==> config.mk <==
export PLATFORM = sky130hd
export DESIGN_NAME = access_control
export DESIGN_NICKNAME = d
export VERILOG_FILES = /design/src/rtl/access_control.sv
export SDC_FILE = /design/constraint.sdc
export NUM_CORES = 1
export LEC_CHECK = 0
export CAP_MARGIN = 20
export CORE_ASPECT_RATIO = 0.9
export CORE_MARGIN = 2
export CORE_UTILIZATION = 41
export DETAILED_ROUTE_END_ITERATION = 8
export HOLD_SLACK_MARGIN = 0.1
export SLEW_MARGIN = 30
export SYNTH_ARGS = -nofsm -noshare
export SYNTH_HDL_FRONTEND = slang
export SYNTH_SLANG_ARGS = --single-unit
==> constraint.sdc <==
create_clock -name clk -period 2.8 [get_ports clk]
set_clock_uncertainty 0.1 [all_clocks]
set_input_delay 0.7 -clock clk [delete_from_list [all_inputs] [get_ports clk]]
set_output_delay 0.7 -clock clk [all_outputs]
set_load 0.02 [all_outputs]
==> src/rtl/access_control.sv <==
// Access-control responder: collects a 4-digit ID and 4-digit password, checks them against a fixed user table.
// Optional lockout after repeated failures is built only when ACCESS_LOCKOUT_EN is defined.
module access_control #(
  parameter int NUM_USERS    = 4,
  parameter int MAX_ATTEMPTS = 3,
  parameter int LOCK_CYCLES  = 16
) (
  input  logic        clk,
  input  logic        rst,
  input  logic        enable,
  input  logic        enter,
  input  logic [3:0]  switches,
  output logic        access_control_fb,
  output logic [15:0] userid,
  output logic [2:0]  status,
  output logic [1:0]  digit_cnt
);

  typedef enum logic [2:0] {
    S_IDLE, S_GET_ID, S_GET_PW, S_CHECK, S_GRANTED, S_DENIED, S_LOCKED
  } state_e;

  // Entry i lives in bits [16*i +: 16].
  localparam logic [63:0] TBL_ID = {16'h0001, 16'hBEEF, 16'h0042, 16'h1234};
  localparam logic [63:0] TBL_PW = {16'h9999, 16'h1111, 16'h7777, 16'hAAAA};

  state_e      state_q, state_d;
  logic [15:0] id_q, id_d;
  logic [15:0] pw_q, pw_d;
  logic [1:0]  cnt_q, cnt_d;
  logic [15:0] userid_q, userid_d;
  logic [2:0]  status_q, status_d;
  logic        fb_q, fb_d;
  logic        match;

`ifdef ACCESS_LOCKOUT_EN
  localparam int ATT_W  = $clog2(MAX_ATTEMPTS + 1);
  localparam int LOCK_W = $clog2(LOCK_CYCLES + 1);
  logic [ATT_W-1:0]  att_q, att_d;
  logic [LOCK_W-1:0] lock_q, lock_d;
`endif

  always_comb begin
    match = 1'b0;
    for (int i = 0; i < 4; i++) begin
      if (i < NUM_USERS && TBL_ID[16*i +: 16] == id_q && TBL_PW[16*i +: 16] == pw_q)
        match = 1'b1;
    end
  end

  function automatic logic [2:0] status_of(input state_e s);
    case (s)
      S_IDLE:             status_of = 3'd0;
      S_GET_ID:           status_of = 3'd1;
      S_GET_PW, S_CHECK:  status_of = 3'd2;
      S_GRANTED:          status_of = 3'd3;
      S_DENIED:           status_of = 3'd4;
      S_LOCKED:           status_of = 3'd5;
      default:            status_of = 3'd0;
    endcase
  endfunction

  always_comb begin
    state_d  = state_q;
    id_d     = id_q;
    pw_d     = pw_q;
    cnt_d    = cnt_q;
    userid_d = userid_q;
`ifdef ACCESS_LOCKOUT_EN
    att_d    = att_q;
    lock_d   = lock_q;
`endif
    if (!enable) begin
      // Dropping enable discards the partial entry but keeps attempts and lock count.
      state_d = S_IDLE;
      id_d    = '0;
      pw_d    = '0;
      cnt_d   = '0;
    end else begin
      case (state_q)
        S_IDLE: begin
          id_d  = '0;
          pw_d  = '0;
          cnt_d = '0;
`ifdef ACCESS_LOCKOUT_EN
          state_d = (lock_q != '0) ? S_LOCKED : S_GET_ID;
`else
          state_d = S_GET_ID;
`endif
        end
        S_GET_ID: begin
          if (enter) begin
            id_d  = {id_q[11:0], switches};
            cnt_d = cnt_q + 2'd1;
            if (cnt_q == 2'd3) state_d = S_GET_PW;
          end
        end
        S_GET_PW: begin
          if (enter) begin
            pw_d  = {pw_q[11:0], switches};
            cnt_d = cnt_q + 2'd1;
            if (cnt_q == 2'd3) state_d = S_CHECK;
          end
        end
        S_CHECK: begin
          id_d = '0;
          pw_d = '0;
          if (match) begin
            state_d  = S_GRANTED;
            userid_d = id_q;
`ifdef ACCESS_LOCKOUT_EN
            att_d    = '0;
`endif
          end else begin
`ifdef ACCESS_LOCKOUT_EN
            att_d = att_q + ATT_W'(1);
            if (att_d == ATT_W'(MAX_ATTEMPTS)) begin
              state_d = S_LOCKED;
              lock_d  = LOCK_W'(LOCK_CYCLES);
            end else begin
              state_d = S_DENIED;
            end
`else
            state_d = S_DENIED;
`endif
          end
        end
        S_GRANTED: state_d = S_GRANTED;
        S_DENIED: begin
          state_d = S_GET_ID;
          id_d    = '0;
          pw_d    = '0;
          cnt_d   = '0;
        end
        S_LOCKED: begin
`ifdef ACCESS_LOCKOUT_EN
          if (lock_q <= LOCK_W'(1)) begin
            lock_d  = '0;
            att_d   = '0;
            state_d = S_GET_ID;
            id_d    = '0;
            pw_d    = '0;
            cnt_d   = '0;
          end else begin
            lock_d = lock_q - LOCK_W'(1);
          end
`else
          state_d = S_GET_ID;
`endif
        end
        default: state_d = S_IDLE;
      endcase
    end
    status_d = status_of(state_d);
    fb_d     = (state_d == S_GRANTED);
  end

  always_ff @(posedge clk) begin
    if (rst) begin
      state_q  <= S_IDLE;
      id_q     <= '0;
      pw_q     <= '0;
      cnt_q    <= '0;
      userid_q <= '0;
      status_q <= '0;
      fb_q     <= 1'b0;
`ifdef ACCESS_LOCKOUT_EN
      att_q    <= '0;
      lock_q   <= '0;
`endif
    end else begin
      state_q  <= state_d;
      id_q     <= id_d;
      pw_q     <= pw_d;
      cnt_q    <= cnt_d;
      userid_q <= userid_d;
      status_q <= status_d;
      fb_q     <= fb_d;
`ifdef ACCESS_LOCKOUT_EN
      att_q    <= att_d;
      lock_q   <= lock_d;
`endif
    end
  end

  assign access_control_fb = fb_q;
  assign userid            = userid_q;
  assign status            = status_q;
  assign digit_cnt         = cnt_q;

endmodule
After elaboration in Yosys (flattened, before gate mapping). Cells that the tools add are included.

Bitwise operators: 1. Mux-type cells: 18. Eq/ne operators: 24. Add/sub/neg operators: 1. Reductions and logical operators: 18.

Operators with widths (count): 16-bit one-hot mux with 2 select lines (2); 16-bit == test, first input constant (3); 13-bit by 16-bit == test with 1-bit output, first input constant (2); 16-bit 2-to-1 mux (2); 3-bit one-hot mux with 5 select lines (2); 3-bit == test, second input constant (6); 1-bit by 16-bit == test with 1-bit output, first input constant (1); 15-bit by 16-bit == test with 1-bit output, first input constant (1); 7-bit by 16-bit == test with 1-bit output, first input constant (1); 3-bit 2-to-1 mux (5); 3-bit by 2-bit == test with 1-bit output, second input constant (4); 2-bit OR reduction (4); 3-bit by 1-bit == test with 1-bit output, second input constant (2); 2-bit AND reduction (3); 2-bit nonzero test (3); 3-bit OR reduction (2); 1-bit 2-to-1 mux (5); 1-bit logical AND (4); 2-bit != test, second input constant (2); 2-bit one-hot mux with 2 select lines (1); 3-bit zero test (1); 3-bit AND reduction (1); 2-bit by 1-bit adder with 2-bit output, second input constant (1); 2-bit == test, second input constant (1); other kinds (3) (3).

Input bits: 8. Register bits after elaboration: 57. Output and inout port bits: 22. Word-level logic and storage cells: 69.

Longest topological paths before layout.
Depth after elaboration: 12. Depth in mapped cells: 8. Mapped depth without buffers: 6.

Least setup slack after synthesis. No wires, ideal clock.

Path type: register to register. Start point: register pw_q[1]. End point: register userid_q[10], in the netlist userid[10]. Period minus slack after synthesis: 2.408 ns. Cell stages (with the launch flop): 9. Library setup time: 0.127 ns. Slack: 0.392 ns. Data arrival time: 2.181 ns. Buffers on the path: 2. Path through: dfxtp_1 > or4b_1 > or4b_1 > o32a_2 > o211ai_4 > and2_4 > buf_8 > buf_12 > o21ai_1.

Word-level cells in the longest chain between the ends: 7. Elaborated cells on any way between the ends: 13. Classes of those cells: eq/ne: 4; mux: 4; reduce/logical: 5.

Ends and longest elaborated chain: start: declaration (RTL line 29) `logic [15:0] pw_q, pw_d;`; start signal: assignment (RTL line 174) `pw_q <= pw_d;`; 16-bit == test (RTL line 46) `if (i < NUM_USERS && TBL_ID[16*i +: 16] == id_q && TBL_PW[16*i +: 16] == pw_q)`; 1-bit logical AND (RTL line 46); 1-bit 2-to-1 mux (3 in series) (RTL line 46); 1-bit 2-to-1 mux * (RTL line 46); 3-bit AND reduction (no source line) *; end signal: assignment (RTL line 176) `userid_q <= userid_d;`; end: declaration (RTL line 31) `logic [15:0] userid_q, userid_d;`.

Every way passes the cells marked *; elsewhere a longest branch is shown, timed or not. A chain may end at the register's enable or synchronous reset.

Worst setup path after layout.
Start point: register id_q[0]. End point: register userid_q[1], in the netlist userid[1].

Word-level cells in the longest chain between the ends: 7. Elaborated cells on any way between the ends: 13. Classes of those cells: eq/ne: 4; mux: 4; reduce/logical: 5.

Ends and longest elaborated chain: start: declaration (RTL line 28) `logic [15:0] id_q, id_d;`; start signal: assignment (RTL line 173) `id_q <= id_d;`; 13-bit by 16-bit == test with 1-bit output (RTL line 46); 1-bit logical AND (RTL line 46); 1-bit 2-to-1 mux (3 in series) (RTL line 46); 1-bit 2-to-1 mux * (RTL line 46); 3-bit AND reduction (no source line) *.

Marked as above.

==> flow_summary.yaml <==
run_status:
  outcome: "finished clean"
detailed_routing:
  vias_per_cell: 5.46
  postRouteAntennaNets: 0
  post_drt_wl_per_cell_um: 14.3
  route.vias.total: 1997
  drt_drc_violations_left: 0
  dr.first_iter.drc_count: 136
  drtPass1Iterations: 5
  postRouteWirelength_um: 5240
worst_setup_path:
  critPathKind: "flop to flop"
  critical_path.max_fanout: 16
  worstPathArrival_ps: 2720
  r2r.worst_path.cells: 6
  worstSetupStartpointType: "flop"
  critPathCaptureType: "flop"
  required_ps: 2960
die:
  core-area_um2: 5660
  die_height_um: 76.6
  fp-row-count: 26
  die_w_um: 84.7
  initial_core_util: 0.424
  pin_count: 30
  die-area_um2: 6490
grt:
  grt_overflow: 0
  gr-max-usage-layer: "met2"
  grt_pass1_wl_um: 9300
  grt_util_met3: 0.0737
  grt_usage: 0.179
  grt_max_degree: 36
  grt_antenna_before_repair: 0
  grt_util_met2: 0.269
  grt_use_met1: 0.236
  first_global_vias: 1925
yosys:
  synth_unique_cells: 45
  postSynthCellCount: 263
  postSynth.asyncResetShare: 0
  synth.yosys.warnings: 0
  synthesis.area_per_instance_um2: 9.13
  synth_edf_count: 0
  synth_ff_type: "sky130_fd_sc_hd__dfxtp_1"
  ys_ff_latch: 57
  syn_nets: 272
  seq_area_frac_synth: 0.475
  post_synth_instance_area_um2: 2400
clocking:
  cts.reportedPaths.clkPinSlew_ps: 60
  clk_path_buf_depth: 2
  holdBufCountCts: 0
  h-tree-depth: 3
  tritoncts_num_sinks: 57
  cts_resized: 0
  post-cts-setup-buffer-count: 0
  cts_made_buffers: 9
  clock_tree.root_cell: "sky130_fd_sc_hd__clkbuf_8"
  clock_insertion_delay_worst_skew_ps: 340
  cts_tree: "done"
sta:
  max_slew.worst_pin.slew_ps: 418
  max_freq_mhz: 391
  hold_viol_final: 0
  period_minus_slack_ps: 2560
  timing.setup.tns_ps: 0
  report.final.slew_viol_count: 0
  timing.max_slew.rel_slack: 0.719
  final.period_utilization: 0.913
  setup_viol: 0
  grt_setup_unrepaired: "false"
finish:
  area_growth_syn_to_layout_pct: 21.9
  final-seq-area_um2: 1140
  area_used_by_multi_input_combinational_logic_um2: 1150
  finalCoreUtilization: 0.517
  nNetsFinal: 301
  drive_gt1_frac: 0.0878
  n_antenna_cell: 0
  num-fill-cells: 542
pwr:
  p_per_area_nw_per_um2: 559
  power.static_leakage_nw: 1.03
  peakVddDrop_mv: 0.406
place:
  port_buffers: 29
  hpwl_um: 3460
  gp_congestion: 0.849
min_path:
  whs_path_depth: 2
  hp-class: "flop to flop"
run:
  timing.max_cap.violations: 0
## per-layer routing
layer	wire length [um]	part of all wire
met1	2560	0.49
met2	2390	0.46
met3	251	0.048
met4	38	0.0073
met5	0	0
## cells by family after synthesis
family	synth area share
multiplexers	0.00834
AND/OR/NAND/NOR	0.268
flip-flops	0.475
AO/OA/AOI/OAI	0.195
adder cells (fa/ha/maj)	0.00521
XOR/XNOR	0.00365
buffers and inverters	0.0448
## placed cells by master, fill, tap and decap left out, drive strengths merged, types with 2 or more instances in the layout
cell,instances
buf,6
o221ai,2
nand4b,4
inv,4
nand3,3
or4,6
nor3,2
a21oi,5
clkbuf,12
and4b,5
nor3b,2
a22oi,33
o21ai,16
or4b,2
nor2b,6
nor2,40
nand2,11
dfxtp,57
nand2b,16
and2,3
mux2i,2
and3,3
or2,2
nor4,3
clkinv,2
nand4,6
clkdlybuf4s50,29
## flip-flops by register name, summed over array words and instances, names as in the netlist
| name | count |
|---|---|
| digit_cnt | 2 |
| pw_q | 16 |
| access_control_fb | 1 |
| id_q | 16 |
| userid | 16 |
| state_q | 3 |
| status | 3 |
## per-stage QoR
| stage | total power [W] | instances | hold slack, ps | setup slack [ps] | area [um^2] |
|---|---|---|---|---|---|
| after floorplan | 0.000868 | 263 | 381 | 392 | 2400 |
| after global placement | 0.000894 | 351 | 356 | 350 | 2730 |
| after detailed placement | 0.000893 | 351 | 360 | 257 | 2730 |
| after CTS | 0.00165 | 366 | 369 | 213 | 2930 |
| after global routing | 0.00170 | 366 | 385 | 130 | 2930 |
| final | 0.00164 | 366 | 365 | 245 | 2930 |
## power breakdown
part / switching, W / leakage [nW] / internal [W] / total [W]
registers: 0.00000331 / 0.460 / 0.000813 / 0.000817
logic: 0.0000343 / 0.465 / 0.0000246 / 0.0000589
clock network: 0.000309 / 0.102 / 0.000451 / 0.000760
total: 0.000346 / 1.03 / 0.00129 / 0.00164
## worst paths after layout
kind | slack (ps) | endpoint | from
max | 240 | userid[1]$_SDFFE_PP0P_ | id_q[0]$_SDFFE_PP0P_
min reg2reg | 360 | userid[9]$_SDFFE_PP0P_ | userid[9]$_SDFFE_PP0P_
max reg2reg | 240 | userid[1]$_SDFFE_PP0P_ | id_q[0]$_SDFFE_PP0P_
min | 360 | userid[9]$_SDFFE_PP0P_ | userid[9]$_SDFFE_PP0P_
## layout make-up
type	instances	share of cell area
sequential	57	0.390
inverter	4	0.00513
timing repair buffer	35	0.115
clock inverter	3	0.0137
clock buffer	12	0.0530
multi-input combinational	185	0.394
tap	70	0.0299
## cell usage after synthesis (2+ instances only)
master                     number  share of area
sky130_fd_sc_hd__a21oi_1        5          0.010
sky130_fd_sc_hd__a22oi_1       33           0.10
sky130_fd_sc_hd__and2_1         2         0.0052
sky130_fd_sc_hd__and3_1         3         0.0078
sky130_fd_sc_hd__and4b_1        5          0.021
sky130_fd_sc_hd__buf_1          2         0.0031
sky130_fd_sc_hd__clkbuf_1      12          0.019
sky130_fd_sc_hd__dfxtp_1       57           0.48
sky130_fd_sc_hd__inv_1          4         0.0063
sky130_fd_sc_hd__mux2i_1        2         0.0083
sky130_fd_sc_hd__nand2_1       11          0.017
sky130_fd_sc_hd__nand2b_1      16          0.042
sky130_fd_sc_hd__nand3_1        3         0.0063
sky130_fd_sc_hd__nand4_1        6          0.016
sky130_fd_sc_hd__nand4b_1       4          0.015
sky130_fd_sc_hd__nor2_1        40          0.063
sky130_fd_sc_hd__nor2b_1        6          0.016
sky130_fd_sc_hd__nor3_1         2         0.0042
sky130_fd_sc_hd__nor3b_1        2         0.0063
sky130_fd_sc_hd__nor4_1         3         0.0078
sky130_fd_sc_hd__o21ai_0        8          0.017
sky130_fd_sc_hd__o21ai_1        6          0.013
sky130_fd_sc_hd__o21ai_2        2         0.0073
sky130_fd_sc_hd__o221ai_1       2         0.0073
sky130_fd_sc_hd__or4_1          6          0.019
sky130_fd_sc_hd__or4b_1         2         0.0083
## worst max-delay path, stage by stage, from the launching register on
cell	delay, ps
sky130_fd_sc_hd__dfxtp_1	400
sky130_fd_sc_hd__or4b_1	480
sky130_fd_sc_hd__or4b_1	520
sky130_fd_sc_hd__o32a_2	220
sky130_fd_sc_hd__o211ai_4	250
sky130_fd_sc_hd__and2_4	300
sky130_fd_sc_hd__mux2i_1	210
Note: power is estimated with default switching activity, not from simulation.
